File: config.mk
export PLATFORM = sky130hd
export DESIGN_NAME = lift_scan_controller
export DESIGN_NICKNAME = d
export VERILOG_FILES = /design/src/rtl/lift_scan_controller.sv
export SDC_FILE = /design/constraint.sdc
export NUM_CORES = 1
export LEC_CHECK = 0
export ABC_AREA = 1
export ABC_CLOCK_PERIOD_IN_PS = 3100
export BUFFER_PORTS_ARGS = -buffer_cell sky130_fd_sc_hd__clkbuf_2
export CAP_MARGIN = 15
export CORE_ASPECT_RATIO = 0.9
export CORE_MARGIN = 2
export CORE_UTILIZATION = 25
export CTS_CLUSTER_DIAMETER = 40
export DETAILED_ROUTE_END_ITERATION = 6
export PLACE_DENSITY = 0.39
export SYNTH_ARGS = -nofsm -noshare
export SYNTH_HDL_FRONTEND = slang
export SYNTH_SLANG_ARGS = --single-unit
File: constraint.sdc
create_clock -name clk -period 3.1 [get_ports clk]
set_input_delay 0.31 -clock clk [delete_from_list [all_inputs] [get_ports clk]]
set_output_delay 0.31 -clock clk [all_outputs]
set_load 0.03 [all_outputs]
File: src/rtl/lift_scan_controller.sv
// lift_scan_controller
//   Parametrised N-floor lift controller. Car and hall calls are latched into
//   request registers and served with a LOOK scheduler. The controller drives
//   the motor, door and direction outputs from the floor and inter-floor sensors.
//   It also provides door hold/reopen, a travel watchdog, a sticky fault on
//   inconsistent floor sensors, and idle parking at HOME_FLOOR.
//
// Ports
//   clk, rst_n             clock; asynchronous active-low reset
//   i_l / i_u / i_d [N]    car-panel, hall-up and hall-down call inputs
//   sf [N], si [N-1]       floor sensors (one-hot when level), inter-floor sensors
//   hold                   door-open button / obstruction
//   motor_up, motor_dn     motor drive (only in MOVE)
//   door_open              door command (only in DOOR)
//   dir_up                 current scan direction
//   cur_floor              last valid floor seen on sf
//   car_req/up_req/dn_req  pending request registers
//   fault                  sticky fault flag (cleared only by rst_n)
module lift_scan_controller #(
  parameter int N            = 8,
  parameter int DOOR_CYCLES  = 5_000_000,
  parameter int MOVE_TIMEOUT = 50_000_000,
  parameter int PARK_CYCLES  = 100_000_000,
  parameter int HOME_FLOOR   = 0,
  localparam int FW          = $clog2(N)
) (
  input  logic          clk,
  input  logic          rst_n,
  input  logic [N-1:0]  i_l,
  input  logic [N-1:0]  i_u,
  input  logic [N-1:0]  i_d,
  input  logic [N-1:0]  sf,
  input  logic [N-2:0]  si,
  input  logic          hold,
  output logic          motor_up,
  output logic          motor_dn,
  output logic          door_open,
  output logic          dir_up,
  output logic [FW-1:0] cur_floor,
  output logic [N-1:0]  car_req,
  output logic [N-1:0]  up_req,
  output logic [N-1:0]  dn_req,
  output logic          fault
);

  localparam int DW = (DOOR_CYCLES > 1) ? $clog2(DOOR_CYCLES) : 1;
  localparam int WW = (MOVE_TIMEOUT > 1) ? $clog2(MOVE_TIMEOUT) : 1;
  localparam int PW = (PARK_CYCLES > 1) ? $clog2(PARK_CYCLES) : 1;
  localparam logic [DW-1:0] DOOR_LAST = DW'(DOOR_CYCLES - 1);
  localparam logic [WW-1:0] WD_LAST   = WW'(MOVE_TIMEOUT - 1);
  localparam logic [PW-1:0] PARK_LAST = PW'((PARK_CYCLES > 0) ? PARK_CYCLES - 1 : 0);
  localparam logic [FW-1:0] HOME      = FW'(HOME_FLOOR);
  localparam logic [FW-1:0] TOP       = FW'(N - 1);
  localparam logic [N-1:0]  TOP_BIT   = {1'b1, {(N-1){1'b0}}};
  localparam logic [N-1:0]  BOT_BIT   = N'(1);

  typedef enum logic [1:0] {IDLE, MOVE, DOOR, FAULT} state_t;

  state_t          state, state_n;
  logic [DW-1:0]   door_cnt;
  logic [WW-1:0]   wd_cnt;
  logic [PW-1:0]   park_cnt;

  logic            seen, multi, v;
  logic [FW-1:0]   sf_idx, ref_floor;
  logic [N-1:0]    up_in, dn_in, calls_in, any_req;
  logic            ahead_up, ahead_dn, ahead_dir;
  logic            at_car, at_any, match_hall, opp_hall;
  logic            arrival, at_end, call_here;
  logic            enter_door, door_flip, idle_flip, park_fire;
  logic [N-1:0]    car_n, up_n, dn_n;

  // Sensor decode: multi flags an impossible multi-floor reading.
  always_comb begin
    seen   = 1'b0;
    multi  = 1'b0;
    sf_idx = '0;
    for (int k = 0; k < N; k++) begin
      if (sf[k]) begin
        if (seen) multi = 1'b1;
        seen   = 1'b1;
        sf_idx = FW'(k);
      end
    end
    v = seen & ~multi & (si == '0);
  end

  assign up_in    = i_u & ~TOP_BIT;
  assign dn_in    = i_d & ~BOT_BIT;
  assign calls_in = i_l | up_in | dn_in;
  assign any_req  = car_req | up_req | dn_req;

  // While moving, scheduling decisions refer to the floor being arrived at;
  // otherwise to the floor the car is standing at.
  assign ref_floor = (state == MOVE) ? sf_idx : cur_floor;

  always_comb begin
    ahead_up = 1'b0;
    ahead_dn = 1'b0;
    for (int k = 0; k < N; k++) begin
      if (k > int'(ref_floor)) ahead_up = ahead_up | any_req[k];
      if (k < int'(ref_floor)) ahead_dn = ahead_dn | any_req[k];
    end
  end

  assign ahead_dir  = dir_up ? ahead_up : ahead_dn;
  assign at_car     = car_req[ref_floor];
  assign at_any     = any_req[ref_floor];
  assign match_hall = dir_up ? up_req[ref_floor] : dn_req[ref_floor];
  assign opp_hall   = dir_up ? dn_req[ref_floor] : up_req[ref_floor];
  assign arrival    = v & (sf_idx != cur_floor);
  assign at_end     = dir_up ? (sf_idx == TOP) : (sf_idx == '0);
  assign call_here  = calls_in[cur_floor];

  // Turning around at the door when nothing is ahead. Also, when a stationary
  // car opens only for an opposite-direction hall call, it turns to serve that
  // call; otherwise the call would never be cleared and the door would recycle.
  assign door_flip = ~ahead_dir | ((state == IDLE) & ~match_hall & opp_hall);
  assign idle_flip = (state == IDLE) & (state_n == MOVE) & ~ahead_dir;
  assign park_fire = (PARK_CYCLES != 0) && (state == IDLE) && (any_req == '0) &&
                     (park_cnt == PARK_LAST) && (cur_floor != HOME);

  // Next-state and Moore outputs.
  always_comb begin
    state_n    = state;
    enter_door = 1'b0;
    motor_up   = 1'b0;
    motor_dn   = 1'b0;
    door_open  = 1'b0;
    fault      = 1'b0;
    case (state)
      IDLE: begin
        if (at_any) begin
          state_n    = DOOR;
          enter_door = 1'b1;
        end else if (any_req != '0) begin
          state_n = MOVE;
        end
      end
      MOVE: begin
        motor_up = dir_up;
        motor_dn = ~dir_up;
        if (arrival & (at_car | match_hall | (opp_hall & ~ahead_dir) | at_end)) begin
          if (at_any) begin
            state_n    = DOOR;
            enter_door = 1'b1;
          end else begin
            state_n = IDLE;
          end
        end else if (~arrival && (wd_cnt == WD_LAST)) begin
          state_n = FAULT;
        end
      end
      DOOR: begin
        door_open = 1'b1;
        if (~(hold | call_here) && (door_cnt == DOOR_LAST)) state_n = IDLE;
      end
      FAULT: begin
        fault = 1'b1;
      end
      default: state_n = FAULT;
    endcase
    if (multi) begin
      state_n    = FAULT;
      enter_door = 1'b0;
    end
  end

  // Request update: new calls OR in, except calls at the open-door floor.
  // Service clears applied last so they win on the door-entry cycle.
  always_comb begin
    car_n = car_req | i_l;
    up_n  = up_req | up_in;
    dn_n  = dn_req | dn_in;
    if (state == DOOR) begin
      car_n = car_req | (i_l & ~(N'(1) << cur_floor));
      up_n  = up_req | (up_in & ~(N'(1) << cur_floor));
      dn_n  = dn_req | (dn_in & ~(N'(1) << cur_floor));
    end
    if (park_fire) car_n[HOME_FLOOR] = 1'b1;
    if (enter_door) begin
      car_n[ref_floor] = 1'b0;
      if (dir_up | door_flip)  up_n[ref_floor] = 1'b0;
      if (~dir_up | door_flip) dn_n[ref_floor] = 1'b0;
    end
  end

  always_ff @(posedge clk or negedge rst_n) begin
    if (!rst_n) begin
      state     <= IDLE;
      dir_up    <= 1'b1;
      cur_floor <= '0;
      car_req   <= '0;
      up_req    <= '0;
      dn_req    <= '0;
    end else begin
      state <= state_n;
      if (v) cur_floor <= sf_idx;
      if (idle_flip || (enter_door && door_flip)) dir_up <= ~dir_up;
      if (state != FAULT) begin
        car_req <= car_n;
        up_req  <= up_n;
        dn_req  <= dn_n;
      end
    end
  end

  // Door, watchdog and park counters; each restarts from 0 when its state is left.
  always_ff @(posedge clk or negedge rst_n) begin
    if (!rst_n) begin
      door_cnt <= '0;
      wd_cnt   <= '0;
      park_cnt <= '0;
    end else begin
      if (state == DOOR && !(hold || call_here)) door_cnt <= door_cnt + 1'b1;
      else                                       door_cnt <= '0;

      if (state == MOVE && state_n == MOVE && !arrival) wd_cnt <= wd_cnt + 1'b1;
      else                                              wd_cnt <= '0;

      if (PARK_CYCLES != 0 && state == IDLE && any_req == '0)
        park_cnt <= (park_cnt == PARK_LAST) ? '0 : park_cnt + 1'b1;
      else
        park_cnt <= '0;
    end
  end

endmodule
## Word-level counts from Yosys, hierarchy flattened

Index checks and enable logic that the tools add are counted.

| cells by class | value |
|---|---|
| add/sub/neg operators | 3 |
| $lt $le $gt $ge | 17 |
| eq/ne operators | 10 |
| shift-type cells | 1 |
| multiplexer cells | 89 |
| bitwise gates (word level) | 52 |
| reduce and logical (&&, ||, !) cells | 20 |

Operators by type and width:

| kind | number |
|---|---|
| two-way mux 8 bit | 8 |
| OR 8 bit | 8 |
| two-way mux 1 bit | 55 |
| two-way mux 27 bit | 2 |
| bitwise AND 8 bit | 5 |
| adder 27 x 1 -> 27 bit (second input constant) | 1 |
| equality test 27 bit (second input constant) | 1 |
| adder 26 x 1 -> 26 bit (second input constant) | 1 |
| equality test 26 bit (second input constant) | 1 |
| two-way mux 26 bit | 1 |
| adder 23 x 1 -> 23 bit (second input constant) | 1 |
| equality test 23 bit (second input constant) | 1 |
| two-way mux 23 bit | 1 |
| OR 1 bit | 19 |
| two-way mux 3 bit | 6 |
| two-way mux 2 bit | 8 |
| inverter 8 bit | 2 |
| OR 8 x 7 -> 8 bit | 2 |
| binary-select mux 1 bit (select 3 bit) | 5 |
| greater-than comparator 3 bit (first input constant) | 4 |
| logical AND 1 bit | 10 |
| bitwise AND 1 bit | 9 |
| < comparator 3 bit (first input constant) | 3 |
| bitwise AND 7 x 8 -> 8 bit | 1 |
| other kinds (24) | 37 |

| word-level totals | value |
|---|---|
| flip-flop bits (word level) | 106 |
| logic and storage cells | 201 |

## Logic depth before layout (Yosys ltp)

Gate-level depths: netlist (run 1).

| logic depth | value |
|---|---|
| depth in word-level cells | 35 |
| mapped depth | 28 |
| mapped depth without buffers | 28 |

## Worst setup path after synthesis (run 1)

Ideal clock, no wire load.

| timing | value |
|---|---|
| kind | reg2reg |
| start point | register wd_cnt[0] |
| end point | register wd_cnt[24] |
| library setup time | 0.126 ns |
| arrival time | 2.370 ns |
| required time | 2.974 ns |
| setup slack | 0.604 ns |
| stages on the path, launching flop included | 20 |
| path through | dfrtp_1 ha_1 nand2_1 nor2_2 nand2_1 nor2_2 inv_1 nor2_2 nand4_1 nor2_2 nand3_1 nor2_2 nand2_1 nor2_2 inv_1 nor2_2 inv_2 nor2_2 and3_1 nor3_4 |

| between the ends | value |
|---|---|
| longest elaborated chain between the ends | 10 |
| elaborated cells on any way between the ends | 11 |

Ends and longest elaborated chain:

| item | line | text |
|---|---|---|
| start, declared | 61 | `logic [WW-1:0] wd_cnt;` |
| start signal, assigned | 218 | `if (state == MOVE && state_n == MOVE && !arrival) wd_cnt <= wd_cnt + 1'b1;` |
| equality test 26 bit | 150 | `end else if (~arrival && (wd_cnt == WD_LAST)) begin` |
| logical AND 1 bit | 150 |  |
| two-way mux 2 bit | 150 |  |
| two-way mux 2 bit | 143 | `if (arrival & (at_car \| match_hall \| (opp_hall & ~ahead_dir) \| at_end)) begin` |
| case mux 2 bit (3 select lines) | 131 | `case (state)` |
| two-way mux 2 bit | 163 | `if (multi) begin` |
| equality test 2 x 1 -> 1 bit | 218 |  |
| logical AND 1 bit (2 in a row) | 218 |  |
| two-way mux 26 bit (*) | 218 |  |

Mark *: on every way between the ends. The rest lies on a longest branch, timed or not.
A chain may end at the register's enable or synchronous reset.

## Worst setup path after layout (run 1)

| timing | value |
|---|---|
| start point | register park_cnt[0] |
| end point | register park_cnt[24] |

| between the ends | value |
|---|---|
| longest elaborated chain between the ends | 3 |
| elaborated cells on any way between the ends | 4 |

Ends and longest elaborated chain:

| item | line | text |
|---|---|---|
| start, declared | 62 | `logic [PW-1:0] park_cnt;` |
| start signal, assigned | 222 | `park_cnt <= (park_cnt == PARK_LAST) ? '0 : park_cnt + 1'b1;` |
| adder 27 x 1 -> 27 bit / equality test 27 bit (equally long branches) | 222 |  |
| two-way mux 27 bit (*) | 222 |  |
| two-way mux 27 bit (*) | 221 | `if (PARK_CYCLES != 0 && state == IDLE && any_req == '0)` |

Marked as above.

==> results of run 1 <==
## per-layer routing
| layer | up-vias | global-route usage (%) | share of wire, % |
|---|---|---|---|
| met4 | 0 | 3.641 | 1.6 |
| met3 | 18 | 3.027 | 4.0 |
| li1 | 2917 | - | - |
| met2 | 104 | 23.14 | 46 |
| met1 | 2582 | 18.41 | 48 |
| met5 | - | 0 | 0 |
## placed cells by master (no fill, tap or decap), types with 3 or more instances in the layout
cell         n
dfrtp_1    104
o21bai_1     6
clkbuf_16    9
nor4_1      11
o22ai_1      4
a211oi_1     3
o211ai_1     3
nor3b_1     14
xor2_1      16
o21ai_0     34
inv_1      123
a21oi_1     29
xnor2_1      7
buf_4       22
nor3_2       5
nand2_2      6
nand3_1     36
nor2_4       9
nor2_1     106
inv_6        3
nor2_2      20
nand2_1    160
and3_1       3
nor3_1      31
clkbuf_2    70
inv_2        8
o21ai_1     12
ha_1         3
nand3_2     12
nor3_4       6
nand4_1     14
a31oi_1      8
nand2_4      5
## power by group
part | internal (mW) | switching (mW) | total [mW] | leakage, nW
Sequential | 1.38 | 0.00412 | 1.39 | 1.40
Clock | 0.566 | 0.592 | 1.16 | 0.141
Combinational | 0.0400 | 0.0809 | 0.121 | 1.78
Total | 1.99 | 0.678 | 2.67 | 3.31
## what timing repair did
item,4_1_cts,5_1_grt
setup endpoints to repair,0,21
hold endpoints to repair,0,0
resized for setup,0,14
buffers inserted,0,8
## sequential cells by signal, summed over array words and instances, names as in the netlist
name	count
door_cnt	23
cur_floor	3
wd_cnt	26
up_req	8
dir_up	1
park_cnt	27
dn_req	8
car_req	8
state	2
## cells in the mapped netlist, drive strengths merged (3+ instances only)
library cell and count:
a211oi 3, dfrtp 105, o21ai 46, o22ai 4
o21bai 6, o211ai 3, nor3 42, nand3 48
a31oi 8, inv 133, nor3b 14, nand2 172
nand4 14, a21oi 31, xnor2 7, nor4 11
ha 3, clkbuf 3, buf 8, nor2 134
and3 3, xor2 16, nand3b 3
## critical path, stage by stage (launching register included)
cell and delay (ns):
dfrtp_1 0.37, ha_1 0.18, nand2_1 0.07, nor2_1 0.09, inv_1 0.06, nor2_2 0.12
nand2_2 0.09, nor2_4 0.11, inv_2 0.05, nor2_2 0.11, nand3_2 0.11, nor3_4 0.23
nand2_2 0.11, nor2_4 0.10, nand2_2 0.08, nor2_4 0.11, nand3_2 0.10, nor2_2 0.11
nand2_1 0.10, nor3_2 0.20, o21ai_1 0.07, a21oi_1 0.13
## kinds of logic (layout without fill, tap and decap cells)
kind of cell	count (synthesis)	count (layout)	share of synthesized area, %
xor gates and xnor gates	23	23	3.161
AOI/OAI and AO/OA	115	115	10.66
DFF	106	106	41.65
and+or+nand+nor	444	445	34.73
adders and majority gates	3	3	0.5891
buffers and inverters	146	245	9.209
## final cells by class
class | instances | area (um^2)
tap | 342 | 427.9
clock buffer | 10 | 229.0
timing repair buffer | 94 | 555.5
inverter | 135 | 513.0
sequential | 106 | 2655
multi-input combinational | 586 | 3196
fill | 2764 | 17480
clock inverter | 6 | 60.06
## how the worst max path moves through the flow
stage           startpoint           end  cells past startpoint
5_1_grt        park_cnt[0]  park_cnt[24]                     21
3_5_place_dp      state[0]    wd_cnt[20]                     21
3_3_place_gp         sf[5]    wd_cnt[13]                     23
6_report       park_cnt[0]  park_cnt[24]                     21
2_1_floorplan    wd_cnt[0]    wd_cnt[24]                     19
4_1_cts           state[0]    wd_cnt[20]                     21
==> flow_metrics.py, run 1 <==
metrics = {
    "setup_path": {
        "critPathCaptureType": "flop",
        "worstPathRequired_ns": 3.39,
        "critPathMaxFanout": 3,
        "start_kind": "flop",
        "rrSetupSlack_ns": 0.31,
        "reg2reg_from": "park_cnt[0]",
        "crit_type": "reg2reg",
        "arrival_ns": 3.08,
        "r2r_cells": 21,
        "r2r_end": "park_cnt[24]",
    },
    "die": {
        "core_um2": 25120,
        "dieArea_um2": 26780,
        "initial_core_util_pct": 25.37,
        "dieHeight_um": 155.5,
        "io_pins": 74,
        "num_rows": 55,
        "die_width_um": 172.3,
    },
    "timing": {
        "fmax_mhz": 358.2,
        "rsz0062_at_grt": "true",
        "final-hold-violation-count": 0,
        "finalCriticalPeriod_ns": 2.792,
        "finalCritPeriodShare_pct": 90.05,
        "skew_ns": 0.009831,
        "tightest_slew_ns": 0.6059,
        "fin_ws_ns": 0.3083,
        "finalMaxSlewViolations": 0,
        "final-setup-viol-count": 0,
        "whs_ns": 0.007161,
        "finalSetupTns_ns": 0,
        "max-slew-margin-rel_pct": 59.09,
    },
    "layout": {
        "fin_util_pct": 30.40,
        "syn_to_final_growth_pct": 19.83,
        "drive_gt1_share_pct": 20.28,
        "postLayoutCellArea_um2": 7636,
        "fin_cells": 1279,
        "diodes": 0,
        "final_net_count": 977,
    },
    "clock_network": {
        "clkLatencyLatePin_ns": 0.36,
        "clock_sinks": 106,
        "cts_root_buffer": "clkbuf_16",
        "clk_path_buf_depth": 2,
        "h-tree-depth": 3,
        "hold_buffers": 0,
        "cts-buffers-inserted": 9,
        "tritoncts": "built",
        "path_clk_slew_ns": 0.08,
    },
    "min_path": {
        "worstHoldPathType": "in2async",
    },
    "synthesis": {
        "syn_area_per_cell_um2": 7.613,
        "netlist_instances": 837,
        "async_flop_share_pct": 100.0,
        "synth_cell_type_count": 54,
        "synth_top_area_share_pct": 41.23,
        "synth_nets": 882,
        "synth_warnings": 0,
        "synth-seq-cells": 106,
        "synth_edf_count": 0,
        "synthTopCellsByArea": "dfrtp_1, nand2_1, inv_1",
        "ys_seq_area_share_pct": 41.65,
        "syn_area_um2": 6372,
        "ys.flop_type": "dfrtp_1",
        "synth_top_area_cell": "dfrtp_1",
    },
    "pwr": {
        "cellLeakagePower_nw": 3.314,
        "ir_worst_vdd_mv": 0.2540,
        "p_total_mw": 2.668,
        "p_per_area_nw_per_um2": 349.3,
    },
    "global_routing": {
        "grt_usage_pct": 13.96,
        "grt_start_max_net_pins": 107,
        "grt_pass1_wl_um": 29000,
        "antenna_found_initial": 0,
        "grt_pass1_vias": 5616,
        "overflow": 0,
    },
    "status": {
        "status": "finished clean",
    },
    "run": {
        "maxCapViolations": 0,
    },
    "routing": {
        "wl_um": 17870,
        "ant_nets": 0,
        "wl_per_cell_um": 13.97,
        "drc": 0,
        "firstDrtPassIters": 5,
        "viasPerCell": 4.395,
        "vias": 5621,
        "drt-initial-drc-count": 340,
    },
    "placed_design": {
        "io_buffers": 71,
        "gp_congestion": 0.7994,
        "post-place-ws_ns": 0.1976,
        "dpl.cell_count": 1254,
        "place_hpwl_um": 13330,
        "place_area_um2": 7222,
    },
}
Power figures use the tool's default switching activity.
==> run 2, diff against run 1 <==
--- a/config.mk
+++ b/config.mk
@@ -6,7 +6,7 @@
 export NUM_CORES = 1
 export LEC_CHECK = 0
 export ABC_AREA = 1
-export ABC_CLOCK_PERIOD_IN_PS = 3100
+export ABC_CLOCK_PERIOD_IN_PS = 2500
 export BUFFER_PORTS_ARGS = -buffer_cell sky130_fd_sc_hd__clkbuf_2
 export CAP_MARGIN = 15
 export CORE_ASPECT_RATIO = 0.9
@@ -14,7 +14,8 @@
 export CORE_UTILIZATION = 25
 export CTS_CLUSTER_DIAMETER = 40
 export DETAILED_ROUTE_END_ITERATION = 6
-export PLACE_DENSITY = 0.39
+export PLACE_DENSITY = 0.4
+export SLEW_MARGIN = 20
 export SYNTH_ARGS = -nofsm -noshare
 export SYNTH_HDL_FRONTEND = slang
 export SYNTH_SLANG_ARGS = --single-unit
==> constraint.sdc (replaced) <==
create_clock -name clk -period 2.5 [get_ports clk]
set_input_delay 0.25 -clock clk [delete_from_list [all_inputs] [get_ports clk]]
set_output_delay 0.25 -clock clk [all_outputs]
set_load 0.03 [all_outputs]
==> flow_metrics.py, run 2 (synthesized netlist as in run 1, its figures left out) <==
metrics = {
    "clock_network": {
        "clkLatencyLatePin_ns": 0.37,
        "h-tree-depth": 3,
        "cts_root_buffer": "clkbuf_16",
        "cts-buffers-inserted": 9,
        "clk_path_buf_depth": 2,
        "path_clk_slew_ns": 0.09,
        "clock_sinks": 106,
        "tritoncts": "built",
    },
    "global_routing": {
        "grt_pass1_vias": 6242,
        "overflow": 0,
        "grt_pass1_wl_um": 32560,
        "grt_start_max_net_pins": 42,
        "antenna_found_initial": 0,
        "grt_usage_pct": 15.57,
    },
    "setup_path": {
        "worst_path_largest_cell_delay_ns": 0.39,
        "crit_type": "reg2reg",
        "worstPathRequired_ns": 2.79,
        "r2r_cells": 21,
        "crit_chain": "inv_2 -> nand2_4 -> clkinv_4 -> nand3_4 -> buf_12 -> nand2_8 -> nand2_2 -> o211ai_1 -> nand3_1 -> nand2_1 -> nand2_2 -> nand2_2 -> nand2_2 -> nor2_4 -> nand2_2 -> nand3_2 -> nand2_4 -> nor2_4 -> nand3b_4 -> buf_6 -> nor3_4",
        "path_buf_inv": 4,
        "critPathCaptureType": "flop",
        "arrival_ns": 3.00,
        "start_kind": "flop",
        "critPathMostFrequentCell": "nand2_2",
        "critPathSlowestCell": "dfrtp_1",
        "critPathMaxFanout": 8,
        "crit_cells": 21,
        "cp_top_family": "simple AND/OR/NAND/NOR gates",
    },
    "layout": {
        "fin_cells": 1478,
        "regMostFlops": "park_cnt",
        "mostFrequentLayoutCells": "buf_4, nand2_1, inv_1, dfrtp_1, nor2_1",
        "drive_gt1_share_pct": 43.13,
        "largest_reg_flops": 27,
        "reg_top3": "park_cnt: 27 flops, wd_cnt: 26 flops, door_cnt: 23 flops",
        "final_common_cell": "buf_4",
        "fin_util_pct": 39.38,
        "diodes": 0,
        "final_net_count": 1176,
        "syn_to_final_growth_pct": 55.23,
    },
    "run": {
        "maxCapViolations": 0,
    },
    "die": {
        "num_rows": 55,
        "initial_core_util_pct": 25.37,
        "dieHeight_um": 155.5,
        "core_um2": 25120,
        "die_width_um": 172.3,
        "dieArea_um2": 26780,
        "io_pins": 74,
    },
    "routing": {
        "wl_per_cell_um": 13.74,
        "wl_um": 20310,
        "viasPerCell": 4.362,
        "firstDrtPassIters": 4,
        "drt-initial-drc-count": 260,
        "drc": 0,
        "ant_nets": 0,
        "vias": 6447,
    },
    "timing": {
        "finalCriticalPeriod_ns": 2.712,
        "rsz0062_at_grt": "true",
        "fmax_mhz": 368.8,
        "final-hold-violation-count": 0,
        "final-setup-viol-count": 53,
        "tightest_slew_ns": 0.5677,
        "finalCritPeriodShare_pct": 108.5,
        "fin_ws_ns": -0.2115,
        "skew_ns": 0.009047,
        "finalMaxSlewViolations": 0,
        "max-slew-margin-rel_pct": 61.67,
        "finalSetupTns_ns": -6.422,
    },
    "pwr": {
        "cellLeakagePower_nw": 4.501,
        "ir_worst_vdd_mv": 0.3169,
        "p_per_area_nw_per_um2": 350.2,
    },
    "placed_design": {
        "dpl.cell_count": 1389,
        "io_buffers": 71,
        "post-place-ws_ns": -0.2492,
        "place_hpwl_um": 14670,
        "gp_congestion": 0.8658,
    },
    "min_path": {
        "worstHoldPathType": "in2reg",
        "worstHoldPathCells": 5,
    },
    "status": {
        "status": "finished, violations left",
        "violations": "setup timing",
    },
}
## run 2: changes by cell type in the layout (fill, tap and decap cells not counted), sizes merged
cell / change
nand2: +2
clkinv: +2
buf: +196
nor2: -1
dlygate4sd3: +1
inv: -1
nand3b: +1
clkbuf: -1
## run 2: power by group
| part | leakage [nW] | total, mW | internal, mW | switching (mW) |
|---|---|---|---|---|
| combinational | 2.95 | 0.197 | 0.0807 | 0.116 |
| clock | 0.152 | 1.55 | 0.728 | 0.821 |
| sequential | 1.40 | 1.72 | 1.72 | 0.00280 |
## run 2: layout make-up
| type | instances | area (um^2) |
|---|---|---|
| clock buffer | 9 | 225.2 |
| clock inverter | 7 | 91.34 |
| fill | 2568 | 15230 |
| inverter | 135 | 531.8 |
| multi-input combinational | 588 | 3811 |
| sequential | 106 | 2654 |
| tap | 342 | 427.9 |
| timing repair buffer | 291 | 2151 |
## run 2: tightest hold or removal path, delay by kind of cell
| kind | cells | cell delay, ns |
|---|---|---|
| buffers and inverters | 2 | 0.14 |
| AO/OA/AOI/OAI | 2 | 0.13 |
| AND/OR/NAND/NOR | 1 | 0.06 |
## run 2: repair_timing
action / CTS / global route
endpoints found under the hold margin: 32 / 0
setup endpoints to repair: 56 / 67
cloned: 3 / 0
pin swaps: 27 / 47
setup buffers: 58 / 19
hold buffers: 1 / 0
gates resized for setup: 75 / 130
## run 2: per-layer routing
metal  vias to the layer above  share of wire, %  GRT usage (%)  wire [um]
li1                       3323                 -              -          -
met1                      3007                48          21.48       9808
met2                       105                47          25.68       9556
met3                        12               3.6          2.264        740
met4                         0               1.0          3.721        206
met5                         -                 0              0          0
## run 2: worst paths after layout
kind	startpoint	end	slack [ns]
worst max register to register	state[1]	wd_cnt[24]	-0.21
worst min-delay path	i_d[5]	dn_req[5]	0.24
min in group asynchronous	rst_n	car_req[4]	0.37
worst min register to register	door_cnt[0]	door_cnt[0]	0.48
worst max-delay path	state[1]	wd_cnt[24]	-0.21
max in group asynchronous	rst_n	door_cnt[12]	1.30
## run 2: per-stage QoR
step	hold WS [ns]	area [um^2]	total power, mW
5_1_grt	0.2533	9892	3.623
3_3_place_gp	0.2394	8235	1.946
4_1_cts	0.2323	9318	3.537
6_report	0.2408	9892	3.465
3_5_place_dp	0.2426	8235	1.944
2_1_floorplan	-0.04559	6372	1.804
